`src/rtl/hood_display_scan.sv`:
```
// hood_display_scan
// Captures the hood controller's status values once per display frame and shows them on an
// 8-digit seven-segment bank. Each 6-bit binary value is split into two decimal digits. The
// digits are scanned one at a time. Power-off blanks the bank, and the remind input makes it blink.
module hood_display_scan #(
  parameter int unsigned SCAN_DIV  = 100_000,
  parameter int unsigned BLINK_DIV = 50_000_000
) (
  input  logic       clk,
  input  logic       reset,
  input  logic       power_on,
  input  logic [1:0] disp_mode,
  input  logic [5:0] cur_hour,
  input  logic [5:0] cur_min,
  input  logic [5:0] cur_second,
  input  logic [5:0] work_hours,
  input  logic [5:0] work_minutes,
  input  logic [5:0] countsecond,
  input  logic [3:0] state_smoke_lvl,
  input  logic [5:0] hand_time,
  input  logic       remind,
  output logic [7:0] an,
  output logic [7:0] seg
);

  localparam int unsigned SCAN_W  = (SCAN_DIV > 1) ? $clog2(SCAN_DIV) : 1;
  localparam int unsigned BLINK_W = (BLINK_DIV > 1) ? $clog2(BLINK_DIV) : 1;
  localparam logic [SCAN_W-1:0]  SCAN_LAST  = SCAN_W'(SCAN_DIV - 1);
  localparam logic [BLINK_W-1:0] BLINK_LAST = BLINK_W'(BLINK_DIV - 1);

  // Glyph codes. Values 0..9 are decimal digits. The remaining codes are symbols.
  localparam logic [3:0] CODE_DASH  = 4'd10;
  localparam logic [3:0] CODE_L     = 4'd11;
  localparam logic [3:0] CODE_BLANK = 4'd12;

  // One frame's worth of displayed values. remind is included so blinking changes only at frame starts.
  typedef struct packed {
    logic [1:0] mode;
    logic [5:0] hour;
    logic [5:0] minute;
    logic [5:0] second;
    logic [5:0] work_h;
    logic [5:0] work_m;
    logic [5:0] count_s;
    logic [3:0] smoke_lvl;
    logic [5:0] hand;
    logic       remind;
  } snap_t;

  // Segment pattern {dp,g,f,e,d,c,b,a} for a glyph code. dp always stays dark.
  function automatic logic [7:0] glyph(input logic [3:0] code);
    logic [7:0] pat;
    case (code)
      4'd0:      pat = 8'h3F;
      4'd1:      pat = 8'h06;
      4'd2:      pat = 8'h5B;
      4'd3:      pat = 8'h4F;
      4'd4:      pat = 8'h66;
      4'd5:      pat = 8'h6D;
      4'd6:      pat = 8'h7D;
      4'd7:      pat = 8'h07;
      4'd8:      pat = 8'h7F;
      4'd9:      pat = 8'h6F;
      CODE_DASH: pat = 8'h40;
      CODE_L:    pat = 8'h38;
      default:   pat = 8'h00;
    endcase
    return pat;
  endfunction

  // Binary 0..63 to {tens, ones}. A compare chain is used because the range is small, so no divider is needed.
  function automatic logic [7:0] to_bcd(input logic [5:0] v);
    logic [3:0] tens;
    logic [5:0] base;
    if (v >= 6'd60)      begin tens = 4'd6; base = 6'd60; end
    else if (v >= 6'd50) begin tens = 4'd5; base = 6'd50; end
    else if (v >= 6'd40) begin tens = 4'd4; base = 6'd40; end
    else if (v >= 6'd30) begin tens = 4'd3; base = 6'd30; end
    else if (v >= 6'd20) begin tens = 4'd2; base = 6'd20; end
    else if (v >= 6'd10) begin tens = 4'd1; base = 6'd10; end
    else                 begin tens = 4'd0; base = 6'd0;  end
    return {tens, 4'(v - base)};
  endfunction

  logic [SCAN_W-1:0]  scan_cnt_q, scan_cnt_d;
  logic [2:0]         idx_q, idx_d;
  logic [BLINK_W-1:0] blink_cnt_q, blink_cnt_d;
  logic               blink_on_q, blink_on_d;
  snap_t              snap_q, snap_d, live_snap;
  logic [7:0]         an_q, an_d, seg_q, seg_d;

  logic       tick, frame_start, visible;
  logic [7:0] bcd_hour, bcd_min, bcd_sec, bcd_wh, bcd_wm, bcd_cs, bcd_lvl, bcd_hand;
  logic [3:0] code [8];
  logic [3:0] digit_code;

  assign live_snap = '{
    mode:      disp_mode,
    hour:      cur_hour,
    minute:    cur_min,
    second:    cur_second,
    work_h:    work_hours,
    work_m:    work_minutes,
    count_s:   countsecond,
    smoke_lvl: state_smoke_lvl,
    hand:      hand_time,
    remind:    remind
  };

  // Scan timing, frame snapshot and blink phase. The outputs below use the next-state values, so a tick
  // or frame start appears on the pins after exactly one edge.
  always_comb begin
    tick        = (scan_cnt_q == SCAN_LAST);
    frame_start = tick && (idx_q == 3'd7);
    scan_cnt_d  = tick ? '0 : scan_cnt_q + 1'b1;
    idx_d       = tick ? idx_q + 3'd1 : idx_q;
    snap_d      = frame_start ? live_snap : snap_q;

    blink_cnt_d = blink_cnt_q;
    blink_on_d  = blink_on_q;
    if (!snap_d.remind) begin
      blink_cnt_d = '0;
      blink_on_d  = 1'b1;
    end else if (blink_cnt_q == BLINK_LAST) begin
      blink_cnt_d = '0;
      blink_on_d  = ~blink_on_q;
    end else begin
      blink_cnt_d = blink_cnt_q + 1'b1;
    end
  end

  // Digit map for the active mode (code[0] is the rightmost digit), then select the digit being scanned.
  always_comb begin
    bcd_hour = to_bcd(snap_d.hour);
    bcd_min  = to_bcd(snap_d.minute);
    bcd_sec  = to_bcd(snap_d.second);
    bcd_wh   = to_bcd(snap_d.work_h);
    bcd_wm   = to_bcd(snap_d.work_m);
    bcd_cs   = to_bcd(snap_d.count_s);
    bcd_lvl  = to_bcd({2'b00, snap_d.smoke_lvl});
    bcd_hand = to_bcd(snap_d.hand);

    for (int i = 0; i < 8; i++) code[i] = CODE_BLANK;
    case (snap_d.mode)
      2'd0: begin
        code[7] = bcd_hour[7:4]; code[6] = bcd_hour[3:0]; code[5] = CODE_DASH;
        code[4] = bcd_min[7:4];  code[3] = bcd_min[3:0];  code[2] = CODE_DASH;
        code[1] = bcd_sec[7:4];  code[0] = bcd_sec[3:0];
      end
      2'd1: begin
        code[5] = bcd_wh[7:4]; code[4] = bcd_wh[3:0]; code[3] = CODE_DASH;
        code[2] = bcd_wm[7:4]; code[1] = bcd_wm[3:0];
      end
      2'd2: begin
        code[7] = CODE_L;
        code[6] = bcd_lvl[7:4]; code[5] = bcd_lvl[3:0];
        code[1] = bcd_cs[7:4];  code[0] = bcd_cs[3:0];
      end
      default: begin
        code[1] = bcd_hand[7:4]; code[0] = bcd_hand[3:0];
      end
    endcase

    digit_code = code[idx_d];
    // Power-off overrides blink. Blink overrides the glyph. Blank glyphs still enable their digit.
    visible = power_on && blink_on_d;
    an_d    = visible ? (8'd1 << idx_d) : 8'd0;
    seg_d   = visible ? glyph(digit_code) : 8'd0;
  end

  // State and output registers. An asynchronous reset clears everything, including the snapshot.
  always_ff @(posedge clk or negedge reset) begin
    if (!reset) begin
      scan_cnt_q  <= '0;
      idx_q       <= 3'd0;
      blink_cnt_q <= '0;
      blink_on_q  <= 1'b1;
      snap_q      <= '0;
      an_q        <= 8'd0;
      seg_q       <= 8'd0;
    end else begin
      scan_cnt_q  <= scan_cnt_d;
      idx_q       <= idx_d;
      blink_cnt_q <= blink_cnt_d;
      blink_on_q  <= blink_on_d;
      snap_q      <= snap_d;
      an_q        <= an_d;
      seg_q       <= seg_d;
    end
  end

  assign an  = an_q;
  assign seg = seg_q;

endmodule
```
`config.mk`:
```
export PLATFORM = sky130hd
export DESIGN_NAME = hood_display_scan
export DESIGN_NICKNAME = d
export VERILOG_FILES = /design/src/rtl/hood_display_scan.sv
export SDC_FILE = /design/constraint.sdc
export NUM_CORES = 1
export LEC_CHECK = 0
export ABC_CLOCK_PERIOD_IN_PS = 5250
export CAP_MARGIN = 15
export CORE_UTILIZATION = 55
export CTS_CLUSTER_DIAMETER = 200
export DETAILED_ROUTE_END_ITERATION = 16
export GPL_ROUTABILITY_DRIVEN = 0
export GPL_TIMING_DRIVEN = 0
export PLACE_DENSITY = 0.8
export SLEW_MARGIN = 20
export SYNTH_ARGS = -nofsm -noshare
export SYNTH_HDL_FRONTEND = slang
export SYNTH_SLANG_ARGS = --single-unit
```
`constraint.sdc`:
```
create_clock -name clk -period 5.25 [get_ports clk]
set_clock_uncertainty 0.05 [all_clocks]
set_input_delay 0.525 -clock clk [delete_from_list [all_inputs] [get_ports clk]]
set_output_delay 0.525 -clock clk [all_outputs]
set_load 0.03 [all_outputs]
```
==> flow_metrics.tcl <==
set metrics [dict create \
    grt_start_max_net_pins 71 \
    fmax_ghz 0.195 \
    wl_per_cell_um 18.5 \
    numCtsBuffers 9 \
    ys_seq_area_frac 0.344 \
    pin_count 68 \
    worst_ep_arrival_time_ns 5.36 \
    die_area_um2 15200 \
    dp_hpwl_mm 16.6 \
    diodes 0 \
    setup_ws_ns 0.118 \
    hold_path.class "in -> async" \
    synth_area_um2 8080 \
    clock-sinks 111 \
    ys_ff_latch 111 \
    synth_top_family_by_area "simple AND/OR/NAND/NOR gates" \
    worstPathCellList "ha_1, ha_1, inv_1, nor2_4, buf_6, buf_4, buf_4, clkbuf_1, a21oi_1, fa_1, nor2_1, o21ai_0, a32oi_1, a32oi_1, buf_4, nand3_1, mux2_2, o31ai_1" \
    worst_pin_slew_ns 0.692 \
    drv_slew 0 \
    drv_cap 0 \
    nets 1119 \
    die_h_um 123 \
    fin_crit_sh 0.978 \
    worstPathRequired_ns 5.47 \
    synth_fa_ha_area_frac 0.0579 \
    row_count 43 \
    cts_hold_buf 0 \
    slowest_delay_ns 0.56 \
    period_needed_ns 5.13 \
    firstDrtPassIters 5 \
    pre_cts_slack_ns -0.822 \
    postRouteAntennaNets 0 \
    yosysTopAreaCellShare 0.341 \
    synthMuxAreaShare 0.0416 \
    worst-setup-path-type "reg -> reg" \
    synth-compound-area-share 0.191 \
    ys_top_cells_by_area "dfrtp_1 34%, nand2_1 5.0%, nor2_1 4.7%" \
    synth_edf_count 0 \
    drc 0 \
    clk_latency_ns 0.36 \
    synth_largest_area_cell "dfrtp_1" \
    outcome "finished, final reports clean" \
    start_util 0.573 \
    cp_slowest_cell "clkbuf_1" \
    power.total_mw 1.79 \
    grt_pass1_vias 7272 \
    drive_gt1_frac 0.0860 \
    fp.coreArea_um2 14100 \
    peakVddDrop_v 0.000171 \
    area_growth_pct 15.3 \
    powerDensity_nw_per_um2 192 \
    ys.flop_type "dfrtp_1" \
    ys_async_sr_fraction 1.00 \
    vias_per_cell 6.32 \
    postSynthAreaPerCell_um2 8.35 \
    cts.path.max_buffers 2 \
    yosys_warnings 0 \
    grt_usage 0.311 \
    cpMostUsedCell "buf_4" \
    clockRootBuffer "clkbuf_16" \
    grt_overflow_total 0 \
    final_common_cell "dfrtp_1" \
    clkTransAtPathRegs_ns 0.08 \
    final_util 0.661 \
    portBuffers 59 \
    syn-num-nets 1046 \
    die_x_um 123 \
    synth_simple_gate_area_frac 0.244 \
    end_kind "register" \
    final_hold_viol_count 0 \
    hold_slack_ns 0.0410 \
    p_leak_nw 4.04 \
    setup_viol 0 \
    syn_inst 968 \
    antenna_found_initial 0 \
    worstSetupStartpointType "register" \
    cpLargestDelayFamily "buffers and inverters" \
    routed_wl_mm 22.7 \
    drtIter0Drc 801 \
    yosysUniqueCellTypes 86 \
    cts_max_level 3 \
    num_vias 7747 \
    path_buf_inv 6 \
    cts_tree "done" \
    slew_headroom 0.538 \
    grt_pass1_wl_mm 36.3 \
    crit_fanout 10 \
    final_cell_mix "110 x dfrtp_1, 108 x nand2_1, 101 x nor2_1" \
    synthXorXnorAreaFrac 0.0576 \
    nFillCells 1168 \
]
[report_power, final]
part | internal [mW] | leakage (nW) | switching (mW)
combinational | 0.103 | 2.57 | 0.139
clock | 0.331 | 0.136 | 0.343
sequential | 0.867 | 1.34 | 0.0100
total | 1.30 | 4.04 | 0.492
[layer usage]
layer,GRT usage,routed length [µm],vias up
li1,-,-,3615
met2,0.494,10400,392
met1,0.401,9410,3646
met3,0.0678,1850,94
met5,0,0,-
met4,0.151,1030,0
[synth_stat cells, types with 6 or more instances]
master      n
nor2b_1    13
nor4_1     14
nor2_1    101
a21o_1      9
nand4_1    17
o21bai_1    7
nand2b_1   15
nand3_1    46
inv_1      56
or3_1       8
mux2i_1    23
buf_6       6
a221oi_1    9
o21ai_0    47
o31ai_1     7
a21oi_1    50
a211oi_1    7
and3_1     12
maj3_1      9
buf_2      12
and2_1      7
ha_1       19
inv_2       6
dfrtp_1   110
clkbuf_1   24
o21ai_1     6
xnor2_1    18
o211ai_1   11
a31oi_1    21
fa_1        7
xor2_1     32
nand2_1   108
nor3_1     24
nor4b_1     6
[state kept, by name, indices dropped and copies added (netlist names)]
name and flops:
idx_q 3, seg 7, snap_q 49, blink_cnt_q 26, blink_on_q 1, scan_cnt_q 17
an 8
[repair_timing]
item / 4_1_cts / 5_1_grt
gates resized for setup: 15 / 20
endpoints found under the setup margin: 7 / 7
endpoints found under the hold margin: 0 / 0
setup buffers: 1 / 4
pin swaps: 2 / 3
[layout make-up]
class / count / area, µm² / area share
plain buffers: 49 / 307 / 0.0329
clock buffers: 10 / 229 / 0.0246
clock inverters: 6 / 55.1 / 0.00591
inverters: 62 / 233 / 0.0250
multi-input cells: 743 / 4840 / 0.519
flip-flops and latches: 111 / 2780 / 0.298
well taps: 180 / 225 / 0.0242
repair buffers: 65 / 657 / 0.0705
[path summary, 6_finish.rpt]
check	startpoint	endpoint	slack, ns	cells after the start
worst max-delay path	idx_q[1]	seg[4]	0.12	18
worst min-delay path	reset	snap_q[36]	0.04	1
worst max register to register	idx_q[1]	seg[4]	0.12	18
worst min register to register	snap_q[17]	snap_q[17]	0.44	2
max in group asynchronous	reset	blink_on_q	4.40	2
min in group clk	snap_q[17]	snap_q[17]	0.44	2
[cells by family after synthesis]
family / count (synthesis)
AO/OA/AOI/OAI: 226
XOR/XNOR: 51
adder cells (fa/ha/maj): 35
buffers and inverters: 114
flip-flops: 111
multiplexers: 31
other: 1
AND/OR/NAND/NOR: 399
[stage by stage]
stage                     TNS (ns)  cell area [µm²]  instances
after global routing       -0.0176             9320       1226
after detailed placement     -5.37             8930       1208
after global placement      -97.81             8900       1207
final                            0             9320       1226
after CTS                        0             9230       1223
after floorplan                  0             8080        968
[worst register-to-register path, delay by kind of cell (launching register included)]
| family | cells | cell delay [ns] |
|---|---|---|
| buffers and inverters | 6 | 1.72 |
| AOI/OAI and AO/OA | 5 | 1.10 |
| adders and majority gates | 3 | 1.07 |
| DFF | 1 | 0.46 |
| and+or+nand+nor | 3 | 0.38 |
| muxes | 1 | 0.27 |
(Power assumes the default switching activity.)
